### src/rtl/sys_bus_arbiter.sv
// sys_bus_arbiter
//   Round-robin arbiter and access sequencer between two cache controllers
//   (ports A and B) and the shared system memory bus. Each grant produces one
//   strobed access, counts WAITSTATES memory wait states, captures read data
//   and returns a one-cycle Ready to the winning port.
//
// Parameters
//   ADDRWIDTH  : address width
//   DATAWIDTH  : data width
//   WAITSTATES : fixed memory wait states per access (0..15)
//
// Ports
//   Clk, Reset                    : clock, synchronous active-high reset
//   AStrobe/AAddress/ARW/AWData   : port A request (ARW 1 = read)
//   ARData/AReady                 : port A read data and completion pulse
//   BStrobe/BAddress/BRW/BWData   : port B request
//   BRData/BReady                 : port B read data and completion pulse
//   SysStrobe                     : one-cycle start-of-access pulse
//   SysAddress/SysRW/SysWData     : latched access address/direction/data
//   SysRData                      : memory read data, valid in last ACCESS cycle
//   SysGrant                      : one-hot owner {B,A}, 00 when idle
module sys_bus_arbiter #(
    parameter int ADDRWIDTH  = 16,
    parameter int DATAWIDTH  = 32,
    parameter int WAITSTATES = 2
) (
    input  logic                 Clk,
    input  logic                 Reset,
    input  logic                 AStrobe,
    input  logic [ADDRWIDTH-1:0] AAddress,
    input  logic                 ARW,
    input  logic [DATAWIDTH-1:0] AWData,
    output logic [DATAWIDTH-1:0] ARData,
    output logic                 AReady,
    input  logic                 BStrobe,
    input  logic [ADDRWIDTH-1:0] BAddress,
    input  logic                 BRW,
    input  logic [DATAWIDTH-1:0] BWData,
    output logic [DATAWIDTH-1:0] BRData,
    output logic                 BReady,
    output logic                 SysStrobe,
    output logic [ADDRWIDTH-1:0] SysAddress,
    output logic                 SysRW,
    output logic [DATAWIDTH-1:0] SysWData,
    input  logic [DATAWIDTH-1:0] SysRData,
    output logic [1:0]           SysGrant
);

    localparam logic [3:0] WAITCNT = 4'(WAITSTATES);

    typedef enum logic [1:0] {
        IDLE,
        ACCESS,
        DONE
    } state_t;

    state_t               state;
    logic [3:0]           cnt;
    logic                 lastB;      // 1 when port B was granted last
    logic [DATAWIDTH-1:0] rDataReg;
    logic                 pickA;

    // A wins when it is the only requester, or on a tie when B went last.
    always_comb begin
        pickA = AStrobe && (!BStrobe || lastB);
    end

    always_ff @(posedge Clk) begin
        if (Reset) begin
            state      <= IDLE;
            cnt        <= '0;
            lastB      <= 1'b1;
            rDataReg   <= '0;
            SysStrobe  <= 1'b0;
            SysAddress <= '0;
            SysRW      <= 1'b1;
            SysWData   <= '0;
            SysGrant   <= '0;
            AReady     <= 1'b0;
            BReady     <= 1'b0;
        end else begin
            SysStrobe <= 1'b0;
            AReady    <= 1'b0;
            BReady    <= 1'b0;
            case (state)
                IDLE: begin
                    if (AStrobe || BStrobe) begin
                        if (pickA) begin
                            SysAddress <= AAddress;
                            SysRW      <= ARW;
                            SysWData   <= AWData;
                            SysGrant   <= 2'b01;
                            lastB      <= 1'b0;
                        end else begin
                            SysAddress <= BAddress;
                            SysRW      <= BRW;
                            SysWData   <= BWData;
                            SysGrant   <= 2'b10;
                            lastB      <= 1'b1;
                        end
                        SysStrobe <= 1'b1;
                        cnt       <= WAITCNT;
                        state     <= ACCESS;
                    end
                end
                ACCESS: begin
                    if (cnt != 4'd0) begin
                        cnt <= cnt - 4'd1;
                    end else begin
                        // Last ACCESS cycle: memory data is valid now.
                        if (SysRW) begin
                            rDataReg <= SysRData;
                        end
                        AReady <= SysGrant[0];
                        BReady <= SysGrant[1];
                        state  <= DONE;
                    end
                end
                DONE: begin
                    SysGrant <= '0;
                    state    <= IDLE;
                end
                default: begin
                    state <= IDLE;
                end
            endcase
        end
    end

    assign ARData = rDataReg;
    assign BRData = rDataReg;

endmodule

### config.mk
export PLATFORM = sky130hd
export DESIGN_NAME = sys_bus_arbiter
export DESIGN_NICKNAME = d
export VERILOG_FILES = /design/src/rtl/sys_bus_arbiter.sv
export SDC_FILE = /design/constraint.sdc
export NUM_CORES = 1
export LEC_CHECK = 0
export ABC_AREA = 1
export CORE_ASPECT_RATIO = 1.75
export CORE_MARGIN = 5
export CORE_UTILIZATION = 25
export CTS_CLUSTER_DIAMETER = 30
export DETAILED_ROUTE_END_ITERATION = 10
export GPL_ROUTABILITY_DRIVEN = 0
export PLACE_DENSITY = 0.6
export SETUP_SLACK_MARGIN = 0.15
export SLEW_MARGIN = 15
export SYNTH_ARGS = -nofsm -noshare
export SYNTH_HDL_FRONTEND = slang
export SYNTH_SLANG_ARGS = --single-unit
### constraint.sdc
create_clock -name Clk -period 2.59 [get_ports Clk]
set_input_delay 0.518 -clock Clk [delete_from_list [all_inputs] [get_ports Clk]]
set_output_delay 0.518 -clock Clk [all_outputs]
set_load 0.01 [all_outputs]
==> flow_metrics.py, run 1 <==
metrics = {
    "status": {
        "status": "completed",
    },
    "floorplanning": {
        "start_util_pct": 25.3,
        "io_pins": 252,
        "die-area_sq_um": 20000,
        "die_x_um": 109,
        "core-area_sq_um": 16900,
        "fp.dieH_um": 183,
        "fp-row-count": 63,
    },
    "logic_synthesis": {
        "synthCells": 605,
        "yosys.area.top_type_share_pct": 43.4,
        "synth_cell_types": 27,
        "yosysWarningCount": 0,
        "synthTopCellsByArea": "dfxtp_1 43%, nand2_1 19%, buf_4 7.0%, nor2_1 6.4%, nand3_1 4.4%",
        "syn_area_per_cell_sq_um": 7.08,
        "synth_seq_cells": 93,
        "syn-num-nets": 741,
        "yosysSeqAreaShare_pct": 43.4,
        "syn_area_sq_um": 4290,
        "yosys.area.top_type": "dfxtp_1",
    },
    "cells_and_area": {
        "final_cell_area_sq_um": 7030,
        "fin_util_pct": 41.5,
        "nFillCells": 1726,
        "nets": 950,
        "synthToLayoutAreaGrowth_pct": 64.0,
        "regArea_sq_um": 1860,
        "drive_above_1_share_pct": 5.99,
        "multi_input_area_sq_um": 1770,
        "antennaDiodeCount": 0,
    },
    "clock_network": {
        "cts_resized": 0,
        "clock_sinks": 93,
        "cts_tree": "yes",
        "clockBufferDepth": 2,
        "clk_pin_slew_ns": 0.07,
        "clk_latency_ns": 0.34,
        "post-cts-setup-buffers": 0,
        "root_buffer": "clkbuf_16",
        "cts_max_level": 3,
        "cts_made_buffers": 9,
        "cts_hold_buf": 0,
    },
    "timing": {
        "setup-violations-final": 0,
        "period_needed_ns": 1.82,
        "hold_viol_final": 0,
        "drv_slew": 0,
        "slew_headroom_pct": 67.3,
        "finalCritPeriodShare_pct": 70.3,
        "fmax_mhz": 550,
        "fin_ws_ns": 0.770,
        "setup_tns_ns": 0,
        "rsz0062_at_grt": "no",
        "fin_worst_skew_ns": 0.00855,
        "worst_pin_slew_ns": 0.491,
    },
    "route": {
        "viasPerCell": 4.09,
        "wl_per_cell_um": 13.9,
        "drc": 0,
        "routed_wl_um": 14600,
        "num_vias": 4269,
        "drt_iter0_drc": 190,
        "ant_nets": 0,
        "firstDrtPassIters": 4,
    },
    "pwr": {
        "p_leak_nw": 3.04,
        "power_switching_mw": 1.48,
        "p_sw_share_pct": 30.5,
        "p_seq_share_pct": 36.5,
        "p_int_mw": 3.38,
        "p_per_area_nw_per_um2": 692,
        "clockPowerShare_pct": 29.3,
        "ir_drop_uv": 376,
        "power_frac_comb_pct": 34.2,
    },
    "critical_path": {
        "cp_top_family": "buffers and inverters",
        "path_max_fanout": 3,
        "path_cells": "clkdlybuf4s50_1",
        "critical_path_class": "reg -> out",
        "arrival_ns": 1.30,
        "cp.required_ns": 2.07,
        "slowest_delay_ns": 0.57,
        "worst_path_max_delay_cell": "clkdlybuf4s50_1",
        "critPathLaunchType": "flip-flop",
        "crit_buf_inv": 1,
        "endpoint_kind": "output pin",
    },
    "placed_design": {
        "place_ws_ns": 0.435,
        "dp_hpwl_um": 11100,
        "portBuffers": 251,
        "placed_cell_area_sq_um": 6710,
    },
    "grt": {
        "grt_antenna_before_repair": 0,
        "grt_pass1_wl_um": 22000,
        "track_usage_pct": 14.2,
        "grt_pass1_vias": 4153,
        "grt_max_degree": 70,
        "overflow": 0,
    },
    "min_path": {
        "min_path_type": "reg -> reg",
    },
    "run": {
        "cap_violations": 0,
    },
}
==> power by group through the flow <==
stage | Combinational, mW | Sequential, mW | Clock, mW
after global routing | 1.82 | 1.81 | 1.55
after detailed placement | 1.69 | 1.81 | 0
final | 1.66 | 1.78 | 1.42
after global placement | 1.68 | 1.81 | 0
after floorplan | 0.857 | 1.87 | 0
after CTS | 1.70 | 1.78 | 1.48
==> cells by family after synthesis <==
kind of cell | Yosys count | share of synthesized area [%]
flops | 93 | 43.4
compound gates | 57 | 7.15
fa+ha+maj | 2 | 0.584
xor+xnor | 1 | 0.204
simple gates | 343 | 33.3
buf+inv | 109 | 15.4
==> path summary, 6_finish.rpt <==
| kind | slack, ns | to | start | cells past startpoint |
|---|---|---|---|---|
| worst max-delay path | 0.77 | ARData[21] | ARData[21] | 1 |
| worst min-delay path | 0.45 | AReady | SysGrant[0] | 2 |
| worst max register to register | 1.03 | ARData[2] | cnt[0] | 8 |
| worst min register to register | 0.45 | AReady | SysGrant[0] | 2 |
==> state kept, by name (all words and copies together) (netlist names) <==
register and cells:
cnt 4, SysGrant 2, state 2, ARData 32
SysAddress 16, SysRW 1, lastB 1, BReady 1
SysStrobe 1, SysWData 32, AReady 1
==> metal layers <==
metal	vias to the layer above	share of wire (%)	track usage (%)
met5	-	0	0
met4	0	3.2	6.47
met3	24	6.9	3.13
met2	160	54	26.4
met1	1849	36	14.9
li1	2236	-	-
==> metrics by stage <==
stage,hold WS [ns],instances,total power [mW]
2_1_floorplan,0.426,605,2.73
3_3_place_gp,0.441,1030,3.49
3_5_place_dp,0.440,1030,3.50
4_1_cts,0.452,1045,4.95
5_1_grt,0.467,1045,5.18
6_report,0.452,1045,4.86
==> cell usage after synthesis (all sizes together) <==
library cell,number
nand2,226
dfxtp,93
nor2,77
buf,54
inv,47
nand3,39
o21ai,33
a21oi,23
clkbuf,8
ha,2
nor3,1
o211ai,1
xor2,1
==> layout by cell type (no fill, tap or decap), types with 2 or more instances in the layout <==
master / Yosys / routed
a21oi_1: 20 / 20
a21oi_2: 2 / 2
buf_12: 1 / 3
buf_4: 40 / 6
bufinv_16: 0 / 2
clkbuf_16: 0 / 9
clkdlybuf4s50_1: 0 / 251
dfxtp_1: 93 / 93
ha_1: 2 / 2
inv_1: 42 / 41
inv_2: 4 / 5
nand2_1: 214 / 214
nand2_2: 9 / 9
nand2_4: 3 / 3
nand3_1: 38 / 38
nor2_1: 73 / 73
nor2_2: 2 / 2
nor2_8: 2 / 2
o21ai_0: 33 / 33
==> layout make-up <==
type                       count  area share (%)
clock buffer                  11            3.45
sequential                    93            26.5
clock inverter                 4            1.03
timing repair buffer         260            37.2
inverter                      47            2.62
tap                          227            4.04
multi-input combinational    403            25.1
Power figures use the tool's default switching activity.
==> run 2: changes to the inputs <==
==> constraint.sdc (replaced) <==
create_clock -name Clk -period 1.7 [get_ports Clk]
set_input_delay 0.34 -clock Clk [delete_from_list [all_inputs] [get_ports Clk]]
set_output_delay 0.34 -clock Clk [all_outputs]
set_load 0.01 [all_outputs]
==> run 2 against run 1 <==
  * Non-clock buffer count rose by 20
  * Design area increased by 2.0%
  * Clock power grew 58%
  * Critical path type is now in -> reg
  * Largest power group unchanged
==> flow_metrics.py, run 2 (same netlist as run 1, synthesis figures left out) <==
metrics = {
    "run": {
        "cap_violations": 0,
    },
    "status": {
        "status": "completed",
    },
    "timing": {
        "slew_headroom_pct": 80.0,
        "worst_pin_slew_ns": 0.300,
        "fmax_mhz": 674,
        "setup-violations-final": 0,
        "rsz0062_at_grt": "yes",
        "period_needed_ns": 1.48,
        "holdWs_ns": 0.459,
        "fin_worst_skew_ns": 0.00843,
        "drv_slew": 0,
        "finalCritPeriodShare_pct": 87.3,
        "hold_viol_final": 0,
    },
    "critical_path": {
        "endpoint_kind": "flip-flop",
        "slowest_delay_ns": 0.49,
        "path_cells": "clkdlybuf4s50_1, inv_2, buf_4, a21oi_4, buf_6, nor2_4, clkbuf_16, nand2_2, nand3_1, nand2_1, inv_1",
        "cp.required_ns": 1.93,
        "critical_path_class": "in -> reg",
        "path_max_fanout": 8,
        "worst_path_max_delay_cell": "clkdlybuf4s50_1",
        "critPathLaunchType": "primary input",
        "arrival_ns": 1.72,
    },
    "route": {
        "num_vias": 4383,
        "wl_per_cell_um": 13.9,
        "firstDrtPassIters": 4,
        "drt_iter0_drc": 180,
        "ant_nets": 0,
        "viasPerCell": 4.11,
        "drc": 0,
        "routed_wl_um": 14800,
    },
    "cells_and_area": {
        "antennaDiodeCount": 0,
        "mostFrequentLayoutCell": "nand2_1",
        "drive_above_1_share_pct": 9.05,
        "fin_util_pct": 42.3,
        "final_cell_count_no_fill": 1067,
        "layout.cells.most_common_list": "214 x nand2_1, 133 x clkdlybuf4s50_1, 115 x dlygate4sd2_1",
        "synthToLayoutAreaGrowth_pct": 67.3,
        "nets": 971,
        "nFillCells": 1766,
    },
    "clock_network": {
        "cts_max_level": 3,
        "root_buffer": "clkbuf_16",
        "clk_pin_slew_ns": 0.07,
        "cts_made_buffers": 9,
        "clk_latency_ns": 0.34,
        "clockBufferDepth": 2,
        "clock_sinks": 93,
        "cts_tree": "yes",
    },
    "grt": {
        "track_usage_pct": 13.9,
        "grt_max_degree": 38,
        "grt_antenna_before_repair": 1,
        "overflow": 0,
        "grt_pass1_vias": 4093,
        "grt_pass1_wl_um": 21600,
    },
    "floorplanning": {
        "start_util_pct": 25.3,
        "core-area_sq_um": 16900,
        "die-area_sq_um": 20000,
        "fp.dieH_um": 183,
        "fp-row-count": 63,
        "die_x_um": 109,
        "io_pins": 252,
    },
    "pwr": {
        "power_mw": 7.38,
        "p_leak_nw": 3.69,
        "p_per_area_nw_per_um2": 1030,
        "ir_drop_uv": 593,
    },
    "placed_design": {
        "dp.cells": 1045,
        "dp_hpwl_um": 11300,
        "portBuffers": 251,
    },
    "min_path": {
        "min_path_type": "reg -> reg",
    },
}
-- run 2: cell types whose count changed in the layout (fill, tap and decap cells not counted), moves of 2 or more --
cell,previous run,this run
dlymetal6s2s_1,0,3
clkdlybuf4s50_1,251,133
o21ai_1,0,9
dlygate4sd2_1,0,115
nor2_4,0,2
buf_4,6,17
o21ai_0,33,24
buf_6,0,4
buf_12,3,6
-- run 2: routing by layer --
| layer | part of all wire [%] | track usage (%) |
|---|---|---|
| met1 | 36 | 13.9 |
| met2 | 55 | 26.4 |
| met3 | 6.2 | 3.66 |
| met4 | 3.0 | 5.76 |
| met5 | 0.054 | 0 |
-- run 2: final timing paths --
kind | startpoint | endpoint | slack (ns) | cells after the start
worst max-delay path | AStrobe | SysAddress[10] | 0.22 | 11
worst min-delay path | SysGrant[0] | AReady | 0.46 | 2
worst max register to register | cnt[1] | ARData[12] | 0.23 | 8
worst min register to register | SysGrant[0] | AReady | 0.46 | 2
-- run 2: layout make-up --
type	instances	area, sq um	area share, %
clock buffer	11	253	3.52
clock inverter	5	81.3	1.13
inverter	47	186	2.60
multi-input combinational	404	1790	25.0
sequential	93	1860	26.0
tap	227	284	3.96
timing repair buffer	280	2710	37.8
-- run 2: critical path: cells and delay by family --
family	cells	cell delay [ns]
AND/OR/NAND/NOR	4	0.21
buffers and inverters	6	1.01
AO/OA/AOI/OAI	1	0.16
-- run 2: what timing repair did --
action,4_1_cts,5_1_grt
pin swaps,0,2
gates cloned,0,2
setup endpoints to repair,147,69
gates resized for setup,118,22
hold buffers,0,0
setup buffers,0,4
-- run 2: per-stage QoR --
| step | cell area, sq um | setup slack, ns | TNS [ns] |
|---|---|---|---|
| 5_1_grt | 7170 | 0.112 | 0 |
| 3_3_place_gp | 6850 | -0.171 | -6.50 |
| 6_report | 7170 | 0.216 | 0 |
| 4_1_cts | 7050 | 0.122 | 0 |
| 2_1_floorplan | 4290 | 0.381 | 0 |
| 3_5_place_dp | 6850 | -0.205 | -7.38 |
-- run 2: where the power goes --
group	switching, mW	internal [mW]
Sequential	0.197	2.50
Combinational	1.25	1.19
Clock	0.866	1.37
Total	2.31	5.06
